[src/rtl/load_store_unit_pkg.sv]
// Shared CPU definitions for the load/store unit: RISC-V width codes, FSM states
// and the access-legality helpers used when a request is accepted.
package load_store_unit_pkg;

    localparam logic [2:0] Funct3Byte  = 3'b000;
    localparam logic [2:0] Funct3Half  = 3'b001;
    localparam logic [2:0] Funct3Word  = 3'b010;
    localparam logic [2:0] Funct3ByteU = 3'b100;
    localparam logic [2:0] Funct3HalfU = 3'b101;

    typedef enum logic [2:0] {
        StIdle,
        StRd,
        StWr,
        StRmwRd,
        StRmwWr,
        StFin
    } lsu_state_e;

    function automatic logic lsu_illegal(input logic st, input logic [2:0] funct3);
        logic bad;
        case (funct3)
            Funct3Byte, Funct3Half, Funct3Word: bad = 1'b0;
            Funct3ByteU, Funct3HalfU:           bad = st;
            default:                            bad = 1'b1;
        endcase
        return bad;
    endfunction

    // size is funct3[1:0]: 01 halfword, 10 word, anything else needs no alignment
    function automatic logic lsu_misaligned(input logic [1:0] size, input logic [1:0] offset);
        logic mis;
        case (size)
            2'b01:   mis = offset[0];
            2'b10:   mis = (offset != 2'b00);
            default: mis = 1'b0;
        endcase
        return mis;
    endfunction

endpackage

[src/rtl/lsu_lane_align.sv]
// Byte/halfword lane logic: extracts and extends load data from a cache word, and
// merges sub-word store data into a previously read word.
module lsu_lane_align
    import load_store_unit_pkg::*;
(
    input  logic [2:0]  funct3,
    input  logic [1:0]  offset,
    input  logic [31:0] rword,
    input  logic [31:0] wdata,
    output logic [31:0] load_data,
    output logic [31:0] merged
);

    logic [7:0]  byte_sel;
    logic [15:0] half_sel;

    always_comb begin
        byte_sel = rword[{offset, 3'b000} +: 8];
        half_sel = offset[1] ? rword[31:16] : rword[15:0];

        load_data = rword;
        case (funct3)
            Funct3Byte:  load_data = {{24{byte_sel[7]}}, byte_sel};
            Funct3Half:  load_data = {{16{half_sel[15]}}, half_sel};
            Funct3ByteU: load_data = {24'h0, byte_sel};
            Funct3HalfU: load_data = {16'h0, half_sel};
            default:     load_data = rword;
        endcase

        merged = rword;
        case (funct3)
            Funct3Byte: merged[{offset, 3'b000} +: 8] = wdata[7:0];
            Funct3Half: begin
                if (offset[1]) begin
                    merged[31:16] = wdata[15:0];
                end else begin
                    merged[15:0] = wdata[15:0];
                end
            end
            default:    merged = wdata;
        endcase
    end

endmodule

[src/rtl/load_store_unit.sv]
// Load/store unit between the core and a word-wide cache port; sub-word stores are
// done as read-modify-write, and every cache access is bounded by TIMEOUT wait cycles.
module load_store_unit
    import load_store_unit_pkg::*;
#(
    parameter int unsigned TIMEOUT = 1023
) (
    input  logic        clk,
    input  logic        rst,
    input  logic        req,
    input  logic        st,
    input  logic [2:0]  funct3,
    input  logic [31:0] addr,
    input  logic [31:0] wdata,
    output logic [31:0] rdata,
    output logic        busy,
    output logic        done,
    output logic        err,
    output logic [31:0] caddr,
    output logic [31:0] cdin,
    output logic        cwe,
    output logic        crreq,
    input  logic [31:0] cdout,
    input  logic        crdy
);

    localparam int unsigned CntW = (TIMEOUT < 2) ? 1 : $clog2(TIMEOUT);
    localparam logic [CntW-1:0] CntMax = CntW'(TIMEOUT - 1);

    lsu_state_e     state_q, state_d;
    logic           first_q, first_d;
    logic [CntW-1:0] cnt_q, cnt_d;
    logic [2:0]     funct3_q, funct3_d;
    logic [31:0]    addr_q, addr_d;
    logic [31:0]    wdata_q, wdata_d;
    logic [31:0]    rdata_q, rdata_d;
    logic [31:0]    cdin_q, cdin_d;
    logic           err_q, err_d;

    logic [31:0]    load_data;
    logic [31:0]    merged;
    logic           in_access;
    logic           access_done;
    logic           timed_out;

    lsu_lane_align u_lane_align (
        .funct3    (funct3_q),
        .offset    (addr_q[1:0]),
        .rword     (cdout),
        .wdata     (wdata_q),
        .load_data (load_data),
        .merged    (merged)
    );

    // CRDY seen in the strobe cycle belongs to no access of ours and is ignored
    assign in_access   = (state_q inside {StRd, StWr, StRmwRd, StRmwWr});
    assign access_done = !first_q && crdy;
    assign timed_out   = !first_q && !crdy && (cnt_q == CntMax);

    always_comb begin
        state_d  = state_q;
        cnt_d    = cnt_q;
        funct3_d = funct3_q;
        addr_d   = addr_q;
        wdata_d  = wdata_q;
        rdata_d  = rdata_q;
        cdin_d   = cdin_q;
        err_d    = err_q;

        if (in_access) begin
            if (first_q) begin
                cnt_d = '0;
            end else if (!crdy) begin
                cnt_d = cnt_q + 1'b1;
            end
        end

        case (state_q)
            StIdle: begin
                if (req) begin
                    funct3_d = funct3;
                    addr_d   = addr;
                    wdata_d  = wdata;
                    err_d    = lsu_illegal(st, funct3) || lsu_misaligned(funct3[1:0], addr[1:0]);
                    if (err_d) begin
                        state_d = StFin;
                    end else if (!st) begin
                        state_d = StRd;
                    end else if (funct3 == Funct3Word) begin
                        state_d = StWr;
                        cdin_d  = wdata;
                    end else begin
                        state_d = StRmwRd;
                    end
                end
            end
            StRd: begin
                if (access_done) begin
                    rdata_d = load_data;
                    state_d = StFin;
                end else if (timed_out) begin
                    err_d   = 1'b1;
                    state_d = StFin;
                end
            end
            StRmwRd: begin
                if (access_done) begin
                    cdin_d  = merged;
                    state_d = StRmwWr;
                end else if (timed_out) begin
                    err_d   = 1'b1;
                    state_d = StFin;
                end
            end
            StWr, StRmwWr: begin
                if (access_done) begin
                    state_d = StFin;
                end else if (timed_out) begin
                    err_d   = 1'b1;
                    state_d = StFin;
                end
            end
            StFin:   state_d = StIdle;
            default: state_d = StIdle;
        endcase

        first_d = (state_d != state_q) && (state_d inside {StRd, StWr, StRmwRd, StRmwWr});
    end

    always_ff @(posedge clk) begin
        if (rst) begin
            state_q  <= StIdle;
            first_q  <= 1'b0;
            cnt_q    <= '0;
            funct3_q <= 3'b000;
            addr_q   <= 32'h0;
            wdata_q  <= 32'h0;
            rdata_q  <= 32'h0;
            cdin_q   <= 32'h0;
            err_q    <= 1'b0;
        end else begin
            state_q  <= state_d;
            first_q  <= first_d;
            cnt_q    <= cnt_d;
            funct3_q <= funct3_d;
            addr_q   <= addr_d;
            wdata_q  <= wdata_d;
            rdata_q  <= rdata_d;
            cdin_q   <= cdin_d;
            err_q    <= err_d;
        end
    end

    assign rdata = rdata_q;
    assign busy  = (state_q != StIdle) && (state_q != StFin);
    assign done  = (state_q == StFin);
    assign err   = done && err_q;
    assign crreq = first_q && (state_q == StRd || state_q == StRmwRd);
    assign cwe   = first_q && (state_q == StWr || state_q == StRmwWr);
    assign caddr = {addr_q[31:2], 2'b00};
    assign cdin  = cdin_q;

endmodule

[config.mk]
export PLATFORM = sky130hd
export DESIGN_NAME = load_store_unit
export DESIGN_NICKNAME = d
export VERILOG_FILES = /design/src/rtl/load_store_unit_pkg.sv /design/src/rtl/lsu_lane_align.sv /design/src/rtl/load_store_unit.sv
export SDC_FILE = /design/constraint.sdc
export NUM_CORES = 1
export LEC_CHECK = 0
export ABC_AREA = 1
export CAP_MARGIN = 30
export CORE_UTILIZATION = 45
export CTS_CLUSTER_DIAMETER = 100
export DETAILED_ROUTE_END_ITERATION = 10
export DONT_BUFFER_PORTS = 1
export GPL_ROUTABILITY_DRIVEN = 0
export PLACE_DENSITY = 0.71
export SLEW_MARGIN = 5
export SYNTH_ARGS = -nofsm -noshare
export SYNTH_HDL_FRONTEND = slang
export SYNTH_SLANG_ARGS = --single-unit
[constraint.sdc]
create_clock -name clk -period 4.5 [get_ports clk]
set_input_delay 0.45 -clock clk [delete_from_list [all_inputs] [get_ports clk]]
set_output_delay 0.45 -clock clk [all_outputs]
set_load 0.02 [all_outputs]
==> flow_metrics.env <==
export IMPL_coreArea_sq_um=16700
export IMPL_ys_seq_area_frac=0.376
export IMPL_grt_setup_unrepaired="no"
export IMPL_fin_skew_ns=0.0104
export IMPL_p_sw_w=0.00138
export IMPL_synth_edff_count=0
export IMPL_portBuffers=0
export IMPL_routed_wl_um=22800
export IMPL_setup_slack_ns=1.58
export IMPL_cts_resized=0
export IMPL_ys_flop_type="dfxtp_1"
export IMPL_timing_fmax_ghz=0.342
export IMPL_rows=47
export IMPL_initial_core_util=0.465
export IMPL_htreeDepth=4
export IMPL_syn_area_sq_um=7770
export IMPL_num_vias=7158
export IMPL_grt_pass1_vias=6560
export IMPL_ys_seq_elements=146
export IMPL_ctsHoldBuffers=0
export IMPL_critPathSlowestCell="inv_1"
export IMPL_die_w_um=133
export IMPL_dpl_hpwl_um=16500
export IMPL_period_minus_slack_ns=2.92
export IMPL_syn_inst=1132
export IMPL_finalHoldViolCount=0
export IMPL_irDropWorstVdd_mv=0.299
export IMPL_grt_ovfl_total=0
export IMPL_fp_dieH_um=133
export IMPL_drc=0
export IMPL_drt_iter0_markers=760
export IMPL_synthArstFlopShare=0
export IMPL_critPathMaxFanout=29
export IMPL_clk_latency_ns=0.43
export IMPL_worst_path_most_repeated_cell="a21oi_1"
export IMPL_wl_per_cell_um=17.7
export IMPL_crit_path_end_kind="flip-flop"
export IMPL_outcome="complete, no violations"
export IMPL_antenna_found_initial=0
export IMPL_syn_area_per_cell_sq_um=6.87
export IMPL_synth_distinct_cells=46
export IMPL_path_clk_slew_ns=0.06
export IMPL_antenna_cells=0
export IMPL_tightest_slew_ns=0.949
export IMPL_hp_class="in -> reg"
export IMPL_num_io_pins=205
export IMPL_final_core_util=0.491
export IMPL_drv_cap=0
export IMPL_share_seq_of_total_power=0.415
export IMPL_postCtsSetupBuffers=0
export IMPL_grt_pass1_wl_um=35100
export IMPL_cts_root_buf="clkbuf_16"
export IMPL_cp_data_arrival_time_ns=3.22
export IMPL_final_max_slew_viol_count=0
export IMPL_timing_hold_ws_ns=0.0844
export IMPL_sw_frac_of_total=0.338
export IMPL_pre_cts_slack_ns=1.72
export IMPL_yosysWarnings=0
export IMPL_p_per_area_nw_per_um2=499
export IMPL_final_nets=1171
export IMPL_n_fill_cell=1668
export IMPL_drt_pre_antenna_iters=8
export IMPL_layout_commonest_cell="nand2_1"
export IMPL_layout_common_cells="nand2_1, a21oi_1, dfxtp_1"
export IMPL_p_comb_frac=0.203
export IMPL_maxSlewHeadroom=0.367
export IMPL_grtUsageTotal=0.255
export IMPL_setup_tns_ns=0
export IMPL_drive_gt1_frac=0.0748
export IMPL_cp_required_ns=4.80
export IMPL_max_stage_delay_ns=0.76
export IMPL_dieArea_sq_um=17800
export IMPL_cts_tree="built"
export IMPL_post_route_period_util=0.650
export IMPL_cts_sinks=146
export IMPL_ant_nets=0
export IMPL_crit_path_cell_trace="inv_1 > nand2_1 > a21oi_1 > nand3_1 > a22oi_1 > a21oi_1"
export IMPL_power_leakage_nw=3.36
export IMPL_areaGrowthSynthToFinish_pct=5.55
export IMPL_vias_per_cell=5.55
export IMPL_grt_max_degree=99
export IMPL_path_class="reg -> reg"
export IMPL_setup_violations=0
export IMPL_clockPowerShare=0.382
export IMPL_setup_worst_path_start_class="flip-flop"
export IMPL_cts_made_buffers=17
export IMPL_p_int_w=0.00271
export IMPL_cts_buffer_depth=2
## worst max-delay path, delay by kind of cell, from the launching register on
kind	cells	cell delay, ns
compound gates	3	0.61
buf+inv	1	0.76
flops	1	0.55
simple gates	2	0.85
## path summary, 6_finish.rpt
path | start | to | slack [ns] | depth (start not counted)
max | funct3_q[1] | cdin[29] | 1.58 | 6
min | rst | addr_q[16] | 0.08 | 1
max reg2reg | funct3_q[1] | cdin[29] | 1.58 | 6
min reg2reg | wdata_q[17] | wdata_q[17] | 0.45 | 2
## layout make-up
| class | instances | area [sq um] | share of cell area |
|---|---|---|---|
| tap | 220 | 275 | 0.0335 |
| sequential | 146 | 2920 | 0.356 |
| clock inverter | 12 | 205 | 0.0250 |
| multi-input combinational | 776 | 3870 | 0.472 |
| clock buffer | 19 | 453 | 0.0552 |
| inverter | 111 | 422 | 0.0514 |
| timing repair buffer | 5 | 57.6 | 0.00701 |
## synth_stat cells (12+ instances only)
cell,instances,area (sq um)
nand2_1,224,841
nor2_1,109,409
a31oi_1,17,106
inv_1,102,383
dfxtp_1,146,2920
buf_2,15,75.1
buf_4,36,270
clkbuf_1,44,165
nand3_1,37,185
a21oi_1,146,731
o21ai_0,104,521
nor3_1,12,60.1
## cells by family after synthesis
kind of cell / count (synthesis) / share of synthesized area
DFF: 146 / 0.376
adders and majority gates: 10 / 0.0161
and+or+nand+nor: 424 / 0.234
buffers and inverters: 211 / 0.127
other: 1 / 0.000482
AOI/OAI and AO/OA: 340 / 0.247
## routing by layer
metal,vias to the layer above,part of all wire,global-route usage
met5,-,0,0
met4,0,0.054,0.162
met3,82,0.094,0.0811
met2,326,0.46,0.391
met1,3173,0.40,0.308
li1,3577,-,-
## stage by stage
step	total power, W	std cells	area (sq um)
floorplan	0.00241	1133	7780
global placement	0.00253	1257	7520
detailed placement	0.00254	1258	7550
CTS	0.00411	1289	8210
global route	0.00430	1289	8210
finish	0.00409	1289	8210
## flip-flops by register name, summed over array words and instances (netlist names)
register	flops
addr_q	32
cdin	32
cnt_q	10
err_q	1
first_q	1
funct3_q	3
rdata	32
state_q	3
wdata_q	32
## power groups by stage
| stage | sequential [W] | combinational [W] | clock [W] |
|---|---|---|---|
| after floorplan | 0.00163 | 0.000773 | 0 |
| after global placement | 0.00173 | 0.000805 | 0 |
| after detailed placement | 0.00173 | 0.000815 | 0 |
| after CTS | 0.00170 | 0.000821 | 0.00159 |
| after global routing | 0.00172 | 0.000933 | 0.00165 |
| final | 0.00170 | 0.000830 | 0.00156 |
No activity file was read; power rests on OpenSTA's default activity.
